File: config.mk
export PLATFORM = sky130hd
export DESIGN_NAME = pair_drain_flat
export DESIGN_NICKNAME = d
export VERILOG_FILES = /design/src/rtl/pair_drain_if.sv /design/src/rtl/pair_drain.sv /design/src/flat_wrapper.sv
export SDC_FILE = /design/constraint.sdc
export NUM_CORES = 1
export LEC_CHECK = 0
export BUFFER_PORTS_ARGS = -buffer_cell sky130_fd_sc_hd__buf_2
export CORE_UTILIZATION = 54
export DETAILED_ROUTE_END_ITERATION = 10
export PLACE_DENSITY = 0.93
export SYNTH_ARGS = -nofsm -noshare
export SYNTH_HDL_FRONTEND = slang
export SYNTH_SLANG_ARGS = --single-unit
File: constraint.sdc
create_clock -name CLK -period 5.5 [get_ports CLK]
set_input_delay 0.55 -clock CLK [delete_from_list [all_inputs] [get_ports CLK]]
set_output_delay 0.55 -clock CLK [all_outputs]
set_load 0.01 [all_outputs]
File: src/rtl/pair_drain_if.sv
// Handshake bundle between the pair FIFO, the drain stage and the next stage.
// The drain stage takes the slave view; the environment around it takes master.
interface pair_drain_if;
    logic [63:0] in_first;
    logic        in_first__RDY;
    logic        in_deq__RDY;
    logic        in_deq__ENA;
    logic [31:0] out_enq_v;
    logic        out_enq__RDY;
    logic        out_enq__ENA;

    modport master (
        output in_first, in_first__RDY, in_deq__RDY, out_enq__RDY,
        input  in_deq__ENA, out_enq_v, out_enq__ENA
    );

    modport slave (
        input  in_first, in_first__RDY, in_deq__RDY, out_enq__RDY,
        output in_deq__ENA, out_enq_v, out_enq__ENA
    );
endinterface

File: src/rtl/pair_drain.sv
// Drains 64-bit pairs from a one-entry FIFO and emits them as two 32-bit words,
// releasing the FIFO slot as soon as the pair is captured locally.
module pair_drain #(
    parameter bit HI_FIRST = 1'b0,
    parameter int CNT_W    = 16
) (
    input  logic             CLK,
    input  logic             RST,
    pair_drain_if.slave      bus,
    output logic [CNT_W-1:0] pair_count,
    output logic             idle
);
    typedef enum logic [1:0] {EMPTY, W0, W1} state_t;

    state_t            st, st_nxt;
    logic [63:0]       buf_q, buf_nxt;
    logic [CNT_W-1:0]  cnt_nxt;
    logic              take, send;
    logic              deq_ena, enq_ena;
    logic [31:0]       enq_v;
    logic [31:0]       word_first, word_second;

    assign take        = bus.in_first__RDY && bus.in_deq__RDY;
    assign send        = (st != EMPTY) && bus.out_enq__RDY;
    assign word_first  = HI_FIRST ? buf_q[63:32] : buf_q[31:0];
    assign word_second = HI_FIRST ? buf_q[31:0]  : buf_q[63:32];

    // NOTE: every output of this block gets a default first, so no path leaves one unassigned and no latch is inferred.
    always_comb begin
        st_nxt  = st;
        buf_nxt = buf_q;
        cnt_nxt = pair_count;
        deq_ena = 1'b0;
        enq_ena = 1'b0;
        enq_v   = '0;
        case (st)
            EMPTY: begin
                deq_ena = take;
                if (take) begin
                    buf_nxt = bus.in_first;
                    st_nxt  = W0;
                end
            end
            W0: begin
                enq_v   = word_first;
                enq_ena = send;
                if (send) st_nxt = W1;
            end
            W1: begin
                enq_v   = word_second;
                enq_ena = send;
                if (send) begin
                    cnt_nxt = pair_count + CNT_W'(1);
                    if (take) begin
                        deq_ena = 1'b1;
                        buf_nxt = bus.in_first;
                        st_nxt  = W0;
                    end else begin
                        st_nxt  = EMPTY;
                    end
                end
            end
            default: st_nxt = EMPTY;
        endcase
        // Reset wins over any fire, so nothing is dequeued or emitted while it is held.
        if (RST) begin
            deq_ena = 1'b0;
            enq_ena = 1'b0;
        end
    end

    // NOTE: state registers use non-blocking assignments so all of them update together on the edge.
    // NOTE: buf is reset too, so out_enq_v and any later read never expose stale data after reset.
    always_ff @(posedge CLK) begin
        if (RST) begin
            st         <= EMPTY;
            buf_q      <= '0;
            pair_count <= '0;
        end else begin
            st         <= st_nxt;
            buf_q      <= buf_nxt;
            pair_count <= cnt_nxt;
        end
    end

    assign bus.in_deq__ENA  = deq_ena;
    assign bus.out_enq__ENA = enq_ena;
    assign bus.out_enq_v    = enq_v;
    assign idle             = (st == EMPTY);
endmodule

File: src/flat_wrapper.sv
// flat-port wrapper written by rule: the top's interface ports become plain ports
module pair_drain_flat 
#(
    parameter bit HI_FIRST = 1'b0,
    parameter int CNT_W    = 16
)
  (CLK, RST, pair_count, idle, bus_in_first, bus_in_first__RDY, bus_in_deq__RDY, bus_out_enq__RDY, bus_in_deq__ENA, bus_out_enq_v, bus_out_enq__ENA);
  pair_drain_if bus_i ();
  input  logic CLK;
  input  logic RST;
  output logic [CNT_W-1:0] pair_count;
  output logic idle;
  input wire logic [$bits(bus_i.in_first)-1:0] bus_in_first;
  input wire logic [$bits(bus_i.in_first__RDY)-1:0] bus_in_first__RDY;
  input wire logic [$bits(bus_i.in_deq__RDY)-1:0] bus_in_deq__RDY;
  input wire logic [$bits(bus_i.out_enq__RDY)-1:0] bus_out_enq__RDY;
  output wire logic [$bits(bus_i.in_deq__ENA)-1:0] bus_in_deq__ENA;
  output wire logic [$bits(bus_i.out_enq_v)-1:0] bus_out_enq_v;
  output wire logic [$bits(bus_i.out_enq__ENA)-1:0] bus_out_enq__ENA;
  assign bus_i.in_first = bus_in_first;
  assign bus_i.in_first__RDY = bus_in_first__RDY;
  assign bus_i.in_deq__RDY = bus_in_deq__RDY;
  assign bus_i.out_enq__RDY = bus_out_enq__RDY;
  assign bus_in_deq__ENA = bus_i.in_deq__ENA;
  assign bus_out_enq_v = bus_i.out_enq_v;
  assign bus_out_enq__ENA = bus_i.out_enq__ENA;
  pair_drain #(.HI_FIRST(HI_FIRST), .CNT_W(CNT_W)) u_core (.CLK(CLK), .RST(RST), .bus(bus_i), .pair_count(pair_count), .idle(idle));
endmodule
# == After elaboration in Yosys (flattened, before gate mapping) ==
# Index checks and enable logic that the tools add are counted.
# op_classes
n_mul,0
n_eq_ne,5
n_bitwise,0
shifts,0
div_mod_pow,0
magnitude_cmp,0
muxes,15
n_reduce_logical,9
add_sub_neg,1
# ops
op,n
$mux 64,2
$pmux 64 s2,1
$pmux 32 s2,1
$add 16x1->16 const B,1
$mux 1,6
$mux 2,3
$ne 2x1->1 const B,3
$pmux 2 s3,1
$reduce_and 2->1,2
$reduce_bool 2->1,2
$reduce_and 3->1,1
$eq 2x1->1 const B,1
$eq 2x2->1 const B,1
$logic_and 1x1->1,2
$logic_not 2->1,1
$pmux 1 s2,1
$reduce_or 2->1,1
# word_totals
latch_bits,0
memories,0
ramBits,0
register_bits,82
elab_cells,33
mem_bits_ro,0
output_inout_bits,51
in_bits,69

# == Longest topological paths before layout ==
# depth
ltp_word,5
mapped_depth,9
depth_no_buf,6

# == Worst setup path after synthesis ==
# Ideal clock, no wire load.
# synth_path
path_kind,flip-flop to output port
start,reg u_core.st[0]
end,out bus_in_deq__ENA
arrival_time_ns,1.366
stages_incl_launch_ff,7
required_time_ns,4.950
setup_slack_ns,3.584
path_cell_list,dfxtp_1 > inv_1 > ha_1 > buf_4 > clkbuf_1 > a21oi_1 > nor3_1
# synth_via
elab_chain_len,5
elab_cells_between_ends,7
# synth_lines
item,line,text
start: declaration,pair_drain.sv:15,"state_t st, st_nxt;"
start signal: assignment,pair_drain.sv:80,st <= st_nxt;
$reduce_bool 2->1,pair_drain.sv:24,assign send = (st != EMPTY) && bus.out_enq__RDY;
$logic_and 1x1->1,pair_drain.sv:24,
$mux 1,pair_drain.sv:52,if (send) begin
$pmux 1 s2 *,pair_drain.sv:36,case (st)
$mux 1 *,pair_drain.sv:66,if (RST) begin
end: declaration,flat_wrapper.sv:17,output wire logic [$bits(bus_i.in_deq__ENA)-1:0] bus_in_deq__ENA;
# Every way passes the cells marked *; elsewhere a longest branch is shown, timed or not.

# == Worst setup path after layout ==
# layout_path
start,reg u_core.st[0]
end,out bus_out_enq_v[2]
# layout_via
elab_chain_len,2
elab_cells_between_ends,3
# layout_lines
item,line,text
$eq 2x2->1 / $eq 2x1->1 (equally long branches),pair_drain.sv:36,
$pmux 32 s2 *,pair_drain.sv:36,
end: declaration,flat_wrapper.sv:18,output wire logic [$bits(bus_i.out_enq_v)-1:0] bus_out_enq_v;
# Marks and branches as above.

==> impl_metrics.sql <==
INSERT INTO impl_metrics (metric_group, metric, value, unit) VALUES
('power', 'design_power_total', '0.00126', 'W'),
('routing', 'via_cell_ratio', '5.53', ''),
('cts', 'number_of_sinks_driven_by_the_clock_tree', '82', ''),
('routing', 'avgRoutedWirePerCell', '14.3', 'um'),
('place', 'place.gp.congestion', '0.914', ''),
('die', 'die_height', '83.7', 'um'),
('grt', 'gr-usage-all-layers', '0.268', ''),
('place', 'placement.cell_area', '0.00418', 'mm^2'),
('logic_synthesis', 'synth_net_count', '533', ''),
('cts', 'number_of_buffers_between_clock_root_and_the_deepest_sink', '2', ''),
('power', 'power_frac_comb', '0.119', ''),
('cts', 'number_of_buffers_added_by_the_clock_tree_synthesis_step', '9', ''),
('power', 'leakage', '1.80', 'nW'),
('power', 'irDropWorstVdd', '0.203', 'mV'),
('routing', 'antenna_violating_nets_post_route', '0', ''),
('timing', 'finalSetupTns', '0', 'ns'),
('outcome', 'status', 'finished clean', ''),
('finish', 'fillerInstances', '526', ''),
('power', 'cell_pwr_density', '286', 'mW/mm^2'),
('timing', 'final_report_setup_violation_count', '0', ''),
('logic_synthesis', 'synth_area', '0.00360', 'mm^2'),
('routing', 'route.final.wire_length', '9.10', 'mm'),
('power', 'clockPowerShare', '0.373', ''),
('logic_synthesis', 'postSynthAreaPerCell', '7.86', 'um^2'),
('logic_synthesis', 'synth.yosys.seq_area_share', '0.456', ''),
('cts', 'cts_tree', 'yes', ''),
('grt', 'grt_pass1_vias', '3325', ''),
('place', 'dp_hpwl', '5.98', 'mm'),
('die', 'floorplan.initialDensity', '0.564', ''),
('finish', 'final-seq-area', '0.00164', 'mm^2'),
('logic_synthesis', 'yosysWarningCount', '0', ''),
('cts', 'holdBufCountCts', '0', ''),
('logic_synthesis', 'synth-seq-cells', '82', ''),
('critical_path', 'endpoint_kind_of_the_worst_setup_timing_path', 'output pin', ''),
('routing', 'drt_first_pass_iters', '4', ''),
('timing', 'slew_headroom', '0.291', ''),
('worst_hold_path', 'hp_class', 'in2reg', ''),
('critical_path', 'timing.reg2reg.setup_slack', '2.96', 'ns'),
('power', 'sequential_cell_fraction_of_total_power', '0.508', ''),
('finish', 'post_route_cells_drive_above_1_share', '0.253', ''),
('critical_path', 'crit_required', '4.95', 'ns'),
('logic_synthesis', 'number_of_instances_in_the_synthesized_netlist', '458', ''),
('place', 'io_buffer_count', '119', ''),
('finish', 'fin_nets', '631', ''),
('timing', 'fin_clk_skew', '0.00758', 'ns'),
('critical_path', 'critPathLaunchType', 'flip-flop', ''),
('routing', 'num_vias', '3530', ''),
('cts', 'postCtsResizedCells', '0', ''),
('timing', 'finalCriticalPeriod', '2.70', 'ns'),
('timing', 'rsz0062_at_grt', 'false', ''),
('critical_path', 'critical_path.max_fanout', '33', ''),
('timing', 'report.final.hold_viol_count', '0', ''),
('timing', 'hold_ws', '0.431', 'ns'),
('logic_synthesis', 'synth.lib_cells_used.distinct', '35', ''),
('cts', 'post-cts-setup-buffers', '0', ''),
('finish', 'multi_input_area', '0.00181', 'mm^2'),
('grt', 'first_pass_grt_wire_length', '15.0', 'mm'),
('grt', 'largest_net_degree_at_the_start_of_global_routing', '85', ''),
('finish', 'synthesis_to_layout_area_growth', '21.9', '%'),
('power', 'total_switching_power', '0.000317', 'W'),
('cts', 'worst_setup_hold_path_clk_slew', '0.08', 'ns'),
('grt', 'grt_antenna_before_repair', '0', ''),
('timing', 'max_frequency', '370', 'MHz'),
('run', 'max-cap-violations', '0', ''),
('finish', 'antenna-diode-count', '0', ''),
('finish', 'finish.instance_area', '0.00439', 'mm^2'),
('die', 'num_rows', '29', ''),
('power', 'power.switching_fraction', '0.252', ''),
('die', 'core_region_area', '0.00639', 'mm^2'),
('die', 'die_area', '0.00700', 'mm^2'),
('timing', 'worst_pin_slew', '1.06', 'ns'),
('timing', 'fin_crit_sh', '0.491', ''),
('cts', 'worstSkewPairLatency', '0.35', 'ns'),
('routing', 'detail_route.iter0.violations', '188', ''),
('cts', 'cts.htree.levels', '3', ''),
('die', 'die_x', '83.7', 'um'),
('routing', 'drcViolationCount', '0', ''),
('timing', 'timing.final.max_slew_violations', '0', ''),
('cts', 'cts-root-buf', 'clkbuf_8', ''),
('power', 'p_int', '0.000939', 'W'),
('grt', 'total_global_routing_overflow', '0', ''),
('critical_path', 'timing.critical_path.arrival', '2.15', 'ns'),
('die', 'ios', '120', ''),
('critical_path', 'timing.setup.critical_path_class', 'reg2out', '');
registers in the layout (all words and copies together) (netlist names):
name               flops
u_core.buf_q          64
u_core.pair_count     16
u_core.st              2
placed cells by master (no fill, tap or decap), drive strengths merged, types with 2 or more instances in the layout:
| cell | synthesis | final |
|---|---|---|
| bufinv | 0 | 2 |
| nand2 | 133 | 133 |
| nand3 | 5 | 5 |
| nor3 | 3 | 3 |
| nor4 | 2 | 2 |
| nand4 | 5 | 5 |
| dfxtp | 82 | 82 |
| a21oi | 71 | 71 |
| a22oi | 33 | 33 |
| o21ai | 3 | 3 |
| xnor2 | 5 | 5 |
| nor2b | 32 | 32 |
| clkbuf | 19 | 12 |
| inv | 2 | 3 |
| nand2b | 2 | 2 |
| and3 | 2 | 2 |
| ha | 6 | 6 |
| xor2 | 6 | 6 |
| mux2i | 2 | 2 |
| buf | 17 | 123 |
| or3 | 3 | 3 |
| nor2 | 14 | 14 |
cells by family after synthesis:
logic type	synth area share
and+or+nand+nor	0.266
AOI/OAI and AO/OA	0.180
DFF	0.456
buffers and inverters	0.0448
xor gates and xnor gates	0.0268
adders and majority gates	0.0208
muxes	0.00556
power by group through the flow:
| stage | Combinational [W] | Sequential, W | Clock [W] |
|---|---|---|---|
| after floorplan | 0.000101 | 0.000646 | 0 |
| after global placement | 0.000142 | 0.000648 | 0 |
| after detailed placement | 0.000147 | 0.000650 | 0 |
| after CTS | 0.000148 | 0.000637 | 0.000472 |
| after global routing | 0.000167 | 0.000640 | 0.000501 |
| final | 0.000149 | 0.000637 | 0.000469 |
stage by stage:
stage | utilization | std cells | worst slack, ns
after global routing | 0.688 | 638 | 2.67
final | 0.688 | 638 | 2.80
after CTS | 0.688 | 638 | 2.82
after global placement | 0.655 | 622 | 3.15
after floorplan | - | 458 | 3.58
after detailed placement | 0.655 | 622 | 2.98
worst paths after layout:
check | startpoint | to | cells past startpoint
worst max-delay path | u_core.st[0]$_SDFFE_PP0P_ | bus_out_enq_v[2] | 4
worst min-delay path | bus_in_first[10] | u_core.buf_q[10]$_SDFFE_PP0P_ | 3
worst max register to register | u_core.st[0]$_SDFFE_PP0P_ | u_core.buf_q[44]$_SDFFE_PP0P_ | 7
worst min register to register | u_core.buf_q[11]$_SDFFE_PP0P_ | u_core.buf_q[11]$_SDFFE_PP0P_ | 2
cells in the mapped netlist (all sizes together):
library cell	instances	area share
o21ai	3	0.0042
nand2	133	0.14
o31ai	1	0.0021
xnor2	5	0.012
buf	17	0.023
nor2b	32	0.056
inv	2	0.0021
nand3	5	0.0069
and2	1	0.0017
or2	1	0.0024
xor2	6	0.015
clkbuf	19	0.020
a22oi	33	0.069
nand2b	2	0.0035
a21boi	1	0.0021
and4b	1	0.0028
o31a	1	0.0024
nand3b	1	0.0056
and3	2	0.0035
nor4	2	0.0035
a21o	1	0.0021
and4	1	0.0031
a21oi	71	0.099
nor2	14	0.015
dfxtp	82	0.46
mux2i	2	0.0056
nor3b	1	0.0021
or3	3	0.0052
or4	1	0.0021
nand4	5	0.010
ha	6	0.021
nor3	3	0.0042
metal layers:
metal	track usage	vias up	part of all wire
li1	-	1731	-
met1	0.326	1608	0.42
met2	0.451	157	0.48
met3	0.0366	34	0.053
met4	0.157	0	0.042
met5	0	-	0
area by class of cell:
type | count | share of cell area
Inverter | 2 | 0.00171
Multi-Input combinational cell | 338 | 0.412
Sequential cell | 82 | 0.374
Clock inverter | 4 | 0.0168
Timing Repair Buffer | 123 | 0.142
Clock buffer | 12 | 0.0308
Tap cell | 77 | 0.0219
critical path, cell delays in order, from the launching register on:
cell and delay (ns):
dfxtp_1 0.42, inv_1 0.09, ha_1 0.86, nor2b_1 0.27
buf_2 0.16
Power figures use the tool's default switching activity.
